$ cat src/rtl/seg7_mux_counter.sv
// seg7_mux_counter
//   Multi-digit BCD up/down counter with a programmable tick prescaler, pause,
//   clear and leading-zero blanking. The count is shown on a time-multiplexed
//   7-segment display, one digit at a time, on a shared segment bus.
//
// Ports
//   clk          system clock
//   reset        synchronous, active-high reset of every register
//   compare_sel  0 selects MAX_COUNT as the prescaler compare value, otherwise
//                the compare value is compare_sel * 1024
//   run          1 = count, 0 = pause (prescaler and count frozen)
//   up_down      1 = increment, 0 = decrement (sampled on the step cycle)
//   clear        zero count and prescaler; has priority over a step
//   segments     active-high {g..a} segments of the selected digit, 0 if blank
//   digit_sel    one-hot active-high digit enable
//   count_bcd    live count, digit 0 in [3:0]
//   tick         one-cycle pulse on each count update
//   wrap         one-cycle pulse when the count wraps
module seg7_mux_counter #(
   parameter int unsigned NUM_DIGITS = 4,
   parameter logic [23:0] MAX_COUNT  = 24'd10_000_000,
   parameter logic [15:0] SCAN_DIV   = 16'd10_000,
   parameter bit          LEAD_BLANK = 1'b1
) (
   input  logic                    clk,
   input  logic                    reset,
   input  logic [7:0]              compare_sel,
   input  logic                    run,
   input  logic                    up_down,
   input  logic                    clear,
   output logic [6:0]              segments,
   output logic [NUM_DIGITS-1:0]   digit_sel,
   output logic [4*NUM_DIGITS-1:0] count_bcd,
   output logic                    tick,
   output logic                    wrap
);

   localparam int unsigned IDX_W = (NUM_DIGITS > 1) ? $clog2(NUM_DIGITS) : 1;

   function automatic logic [6:0] seg7(input logic [3:0] d);
      case (d)
         4'd0:    seg7 = 7'h3F;
         4'd1:    seg7 = 7'h06;
         4'd2:    seg7 = 7'h5B;
         4'd3:    seg7 = 7'h4F;
         4'd4:    seg7 = 7'h66;
         4'd5:    seg7 = 7'h6D;
         4'd6:    seg7 = 7'h7D;
         4'd7:    seg7 = 7'h07;
         4'd8:    seg7 = 7'h7F;
         4'd9:    seg7 = 7'h6F;
         default: seg7 = 7'h00;
      endcase
   endfunction

   logic [23:0]              presc_q, presc_d;
   logic [4*NUM_DIGITS-1:0]  count_q, count_d;
   logic                     tick_q, tick_d;
   logic                     wrap_q, wrap_d;
   logic [15:0]              scan_q, scan_d;
   logic [IDX_W-1:0]         idx_q, idx_d;
   logic [NUM_DIGITS-1:0]    sel_q, sel_d;
   logic [6:0]               seg_q, seg_d;

   logic [23:0]              compare;
   logic [4*NUM_DIGITS-1:0]  count_step;
   logic                     step_wrap;
   logic [NUM_DIGITS-1:0]    blank;

   assign compare = (compare_sel == 8'd0) ? MAX_COUNT : {6'b0, compare_sel, 10'b0};

   // Ripple the +1/-1 through the digits; a carry/borrow that survives past
   // the top digit means every digit was 9 (up) or 0 (down), i.e. a wrap.
   always_comb begin
      logic       carry;
      logic [3:0] digit;
      count_step = count_q;
      carry      = 1'b1;
      digit      = 4'd0;
      for (int k = 0; k < NUM_DIGITS; k++) begin
         digit = count_q[4*k +: 4];
         if (carry) begin
            if (up_down) begin
               if (digit == 4'd9) begin
                  count_step[4*k +: 4] = 4'd0;
               end else begin
                  count_step[4*k +: 4] = digit + 4'd1;
                  carry                = 1'b0;
               end
            end else begin
               if (digit == 4'd0) begin
                  count_step[4*k +: 4] = 4'd9;
               end else begin
                  count_step[4*k +: 4] = digit - 4'd1;
                  carry                = 1'b0;
               end
            end
         end
      end
      step_wrap = carry;
   end

   // Prescaler and count. The >= compare lets compare_sel shrink below the
   // current prescaler value without running all the way round 2^24.
   always_comb begin
      presc_d = presc_q;
      count_d = count_q;
      tick_d  = 1'b0;
      wrap_d  = 1'b0;
      if (clear) begin
         presc_d = 24'd0;
         count_d = '0;
      end else if (run) begin
         if (presc_q >= compare) begin
            presc_d = 24'd0;
            count_d = count_step;
            tick_d  = 1'b1;
            wrap_d  = step_wrap;
         end else begin
            presc_d = presc_q + 24'd1;
         end
      end
   end

   // Digit scan, free-running regardless of run and clear.
   always_comb begin
      scan_d = scan_q + 16'd1;
      idx_d  = idx_q;
      if (scan_q >= SCAN_DIV - 16'd1) begin
         scan_d = 16'd0;
         idx_d  = (idx_q == IDX_W'(NUM_DIGITS - 1)) ? '0 : idx_q + IDX_W'(1);
      end
   end

   // Digit k > 0 is blank when it and every higher digit are zero.
   always_comb begin
      logic higher_nz;
      higher_nz = 1'b0;
      blank     = '0;
      for (int k = NUM_DIGITS - 1; k >= 0; k--) begin
         higher_nz = higher_nz | (count_q[4*k +: 4] != 4'd0);
         blank[k]  = LEAD_BLANK && (k != 0) && !higher_nz;
      end
   end

   // Display registers lag index and count by one cycle.
   always_comb begin
      logic [3:0] cur_digit;
      logic       cur_blank;
      cur_digit = 4'd0;
      cur_blank = 1'b0;
      sel_d     = '0;
      for (int k = 0; k < NUM_DIGITS; k++) begin
         if (idx_q == IDX_W'(k)) begin
            sel_d[k]  = 1'b1;
            cur_digit = count_q[4*k +: 4];
            cur_blank = blank[k];
         end
      end
      seg_d = cur_blank ? 7'h00 : seg7(cur_digit);
   end

   always_ff @(posedge clk) begin
      if (reset) begin
         presc_q <= 24'd0;
         count_q <= '0;
         tick_q  <= 1'b0;
         wrap_q  <= 1'b0;
         scan_q  <= 16'd0;
         idx_q   <= '0;
         sel_q   <= '0;
         seg_q   <= 7'h00;
      end else begin
         presc_q <= presc_d;
         count_q <= count_d;
         tick_q  <= tick_d;
         wrap_q  <= wrap_d;
         scan_q  <= scan_d;
         idx_q   <= idx_d;
         sel_q   <= sel_d;
         seg_q   <= seg_d;
      end
   end

   assign segments  = seg_q;
   assign digit_sel = sel_q;
   assign count_bcd = count_q;
   assign tick      = tick_q;
   assign wrap      = wrap_q;

endmodule

$ cat config.mk
export PLATFORM = sky130hd
export DESIGN_NAME = seg7_mux_counter
export DESIGN_NICKNAME = d
export VERILOG_FILES = /design/src/rtl/seg7_mux_counter.sv
export SDC_FILE = /design/constraint.sdc
export NUM_CORES = 1
export LEC_CHECK = 0
export BUFFER_PORTS_ARGS = -buffer_cell sky130_fd_sc_hd__buf_2
export CORE_UTILIZATION = 50
export DETAILED_ROUTE_END_ITERATION = 8
export PLACE_DENSITY = 0.77
export SLEW_MARGIN = 0
export SYNTH_ARGS = -nofsm -noshare
export SYNTH_HDL_FRONTEND = slang
export SYNTH_SLANG_ARGS = --single-unit
$ cat constraint.sdc
create_clock -name clk -period 7.45 [get_ports clk]
set_input_delay 1.49 -clock clk [delete_from_list [all_inputs] [get_ports clk]]
set_output_delay 1.49 -clock clk [all_outputs]
set_load 0.01 [all_outputs]
==> out/qor.txt <==
=================================================================================================
Result of the run                                                                    finished, final reports clean
Power density of the placed cells                                                    180.5 nW/um^2
Design internal power                                                                 0.0006196 W
Initial DRC Count                                                                             167
Accumulated negative setup slack                                                             0 ns
Per-cell via count in the routed design                                                     5.505
Mean instance size in the synthesized netlist                                          7.982 um^2
Maximum buffer depth of the clock tree                                                          2
Total Wirelength                                                                         8.677 mm
Type of the most critical hold path                                                  flip-flop to flip-flop
CP Buf/Inv Count                                                                                2
Highest clock frequency the design can meet                                             227.5 MHz
Final non-filler cell area                                                              4563 um^2
Die width                                                                                92.76 um
Worst setup slack before clock tree synthesis                                            2.679 ns
Buffers inserted by post-CTS timing repair                                                      0
Fraction of registers with async set/reset                                                      0
Minimum period implied by the final worst setup slack                                    4.397 ns
Actual transition at the worst max-transition pin                                       0.9220 ns
Endpoints failing hold                                                                          0
Depth of the CTS H-tree                                                                         3
Post-synthesis sequential area ratio                                                       0.3451
Count of TritonRoute iterations in the first routing pass                                       4
Required @ worst endpoint                                                                 7.68 ns
Psw                                                                                   0.0002042 W
Hold buffers post-CTS                                                                           0
Flip-flop and latch count after synthesis                                                      71
Die Footprint                                                                           8604 um^2
RSZ-0062 raised after global routing                                                        false
DP Area                                                                                 4340 um^2
Max Cap Viol                                                                                    0
Final Max Slew Viols                                                                            0
Overflow after GRT                                                                              0
Per-cell routed wire length                                                              13.41 um
Vias in the first global route                                                              3,278
Sequential fraction of design power                                                         0.480
Worst-path fanout max                                                                          20
Root buffer cell                                                                         clkbuf_8
Critical path start-end classification                                               input port to flip-flop
Cell breakdown of the critical path                                                  buf_2 -> or4_1 -> nor2_1 -> inv_1 -> ha_1 -> nand4bb_1 -> nor4_2 -> a22oi_1 -> a21oi_2 -> or2_2 -> nor2_1
Die outline height                                                                       92.76 um
ANT nets after route                                                                            0
Top FF cell, synth                                                                        dfxtp_1
Ratio of final minimum period to clock period                                              0.5901
Worst IR Drop VDD                                                                       0.1985 mV
Count of endpoints failing setup in the final report                                            0
Total number of vias                                                                        3,562
Initial Util                                                                               0.5249
Hold slack final                                                                        0.4414 ns
Clock Sinks                                                                                    71
Number of enable-type register cells in the synthesized netlist                                 0
Category of cells accounting for the largest share of critical-path delay            simple AND/OR/NAND/NOR gates
Overall Global Routing Usage                                                               0.2121
Yosys warns                                                                                     0
Top-level I/O count                                                                            42
Port buffer count                                                                              41
Number of distinct library cell variants in the gate-level netlist after synthesis             56
CTS clock-pin slew for the worst setup and hold paths                                     0.08 ns
TritonCTS Buffers                                                                               9
Post-synthesis to final-layout area growth                                                 10.78%
Synth area leader                                                                         dfxtp_1
Number of cells produced by synthesis                                                         516
Biggest area contributors in the synthesized netlist                                 dfxtp_1 (35%), ha_1 (7.9%), nor2_1 (6.7%), xnor2_1 (5.3%), nand2_1 (3.9%)
HPWL Detailed                                                                            6.149 mm
Switching share of power                                                                   0.2479
Initial antenna violation count                                                                 0
Stage delay of the slowest cell on the critical path                                      0.52 ns
Placement row count                                                                            32
Slowest stage cell on the critical path                                                     or4_1
Clock tree from TritonCTS                                                                   built
Worst clock skew                                                                      0.007054 ns
Most frequent CP cell                                                                      nor2_1
Share of the synthesized area in the top cell type                                         0.3451
Relative slew slack                                                                        0.3797
Maximum number of pins on one net before global-route repair                                   44
Combinational group share of total power                                                    0.100
Wire length of the first global-routing pass                                             14.81 mm
DRC violation count after routing                                                               0
Type of origin of the critical path                                                    input port
Leakage power                                                                            1.758 nW
Post-cts resize count                                                                           0
Core region area                                                                        7848 um^2
Weighted congestion at the end of routability-driven global placement                      0.7722
Data arrival, critical path                                                               4.63 ns
Element type at the critical path end                                                   flip-flop
Post-synth design cell area                                                             4119 um^2
Proportion of layout cells with a drive suffix above 1                                     0.1248
Number of antenna cells inserted                                                                0
Final worst slack                                                                        3.053 ns
Proportion of power drawn by the clock network                                              0.420
Source-to-sink clock delay at the later pin of the worst-skew pair                        0.35 ns
Count of nets after finishing                                                                 579
=================================================================================================
-- power by group through the flow --
stage / sequential [W] / combinational (W) / clock [W]
6_report: 0.000396 / 0.0000823 / 0.000346
5_1_grt: 0.000397 / 0.0000928 / 0.000369
4_1_cts: 0.000396 / 0.0000826 / 0.000352
3_5_place_dp: 0.000404 / 0.0000820 / 0
3_3_place_gp: 0.000404 / 0.0000798 / 0
2_1_floorplan: 0.000408 / 0.0000519 / 0
-- stage by stage --
stage / cells / total power (W) / util
5_1_grt: 647 / 0.0008588 / 0.5815
4_1_cts: 647 / 0.0008306 / 0.5815
3_3_place_gp: 631 / 0.0004838 / 0.5531
6_report: 647 / 0.0008238 / 0.5815
2_1_floorplan: 517 / 0.0004603 / -
3_5_place_dp: 631 / 0.0004861 / 0.5531
-- cells in the mapped netlist, types with 8 or more instances --
library cell	number
dfxtp_1	71
xor2_1	18
and3_1	13
nor2b_1	8
clkbuf_1	24
a22oi_1	8
nand3_1	23
inv_1	24
mux2i_1	8
nor3_1	18
xnor2_1	25
ha_1	26
nand2_1	43
o21ai_0	23
a21oi_1	26
nor2_1	74
-- cells in the final DEF (no fill, tap or decap), types with 2 or more instances in the layout --
master,Yosys,final
nand3b_1,3,3
nand4b_1,2,2
and2_1,3,3
a211oi_2,2,2
ha_1,26,26
o211ai_1,3,3
nand2b_1,4,4
xor2_1,18,18
nor3_1,18,18
or3_1,5,5
o21ai_0,23,23
nand4_1,5,5
dfxtp_1,71,71
o21a_1,2,2
a21oi_1,26,26
and3_1,13,13
conb_1,1,2
mux2i_1,8,8
a31oi_1,7,7
nor2b_1,8,8
and4_1,2,2
clkbuf_8,0,10
nand3_1,23,23
or4_1,3,3
xnor2_1,25,25
a211oi_1,7,7
nor2_1,74,74
buf_2,5,41
a311oi_1,3,3
or2_2,3,3
nand2_1,43,43
inv_1,24,24
a22oi_1,8,8
bufinv_16,0,2
nor4_1,2,2
-- path summary, 6_finish.rpt --
check	from	endpoint	slack, ns	cells past startpoint
worst max-delay path	compare_sel[4]	presc_q[17]$_SDFFE_PP0P_	3.05	11
worst min-delay path	scan_q[0]$_SDFF_PP0_	scan_q[0]$_SDFF_PP0_	0.44	1
worst max register to register	presc_q[17]$_SDFFE_PP0P_	presc_q[17]$_SDFFE_PP0P_	4.90	7
worst min register to register	scan_q[0]$_SDFF_PP0_	scan_q[0]$_SDFF_PP0_	0.44	1
-- flip-flops by register name, summed over array words and instances (netlist names) --
register / count
presc_q: 24
count_bcd: 16
idx_q: 2
scan_q: 16
wrap: 1
tick: 1
segments: 7
digit_sel: 4
-- area by class of cell --
type                       instances  area [um^2]
multi-input combinational        392         2492
timing repair buffer              41        205.2
fill                             717         3284
tap                              102        127.6
clock inverter                     5        81.33
clock buffer                      11        141.4
sequential                        71         1421
inverter                          25        93.84
-- worst reg2reg max path: cells and delay by family (launching register included) --
family | cells | cell delay [ns]
adders and majority gates | 1 | 0.32
AOI/OAI and AO/OA | 4 | 1.16
and+or+nand+nor | 2 | 0.66
DFF | 1 | 0.35
-- per-layer routing --
metal,share of wire,routed length [um],vias up,global-route usage
li1,-,-,1828,-
met1,0.49,4235,1666,0.2790
met2,0.47,4060,60,0.3450
met3,0.033,289,8,0.05008
met4,0.011,92,0,0.06026
met5,0,0,-,0
-- cell families (layout without fill, tap and decap cells) --
logic type	Yosys count	in the layout	share of synthesized area
buf+inv	54	82	0.05073
other cells	1	2	0.0009104
compound gates	96	96	0.1586
mux	8	8	0.01944
simple gates	217	217	0.2549
xor+xnor	43	43	0.09143
flops	71	71	0.3451
fa+ha+maj	26	26	0.07898
No activity file was read; power rests on OpenSTA's default activity.
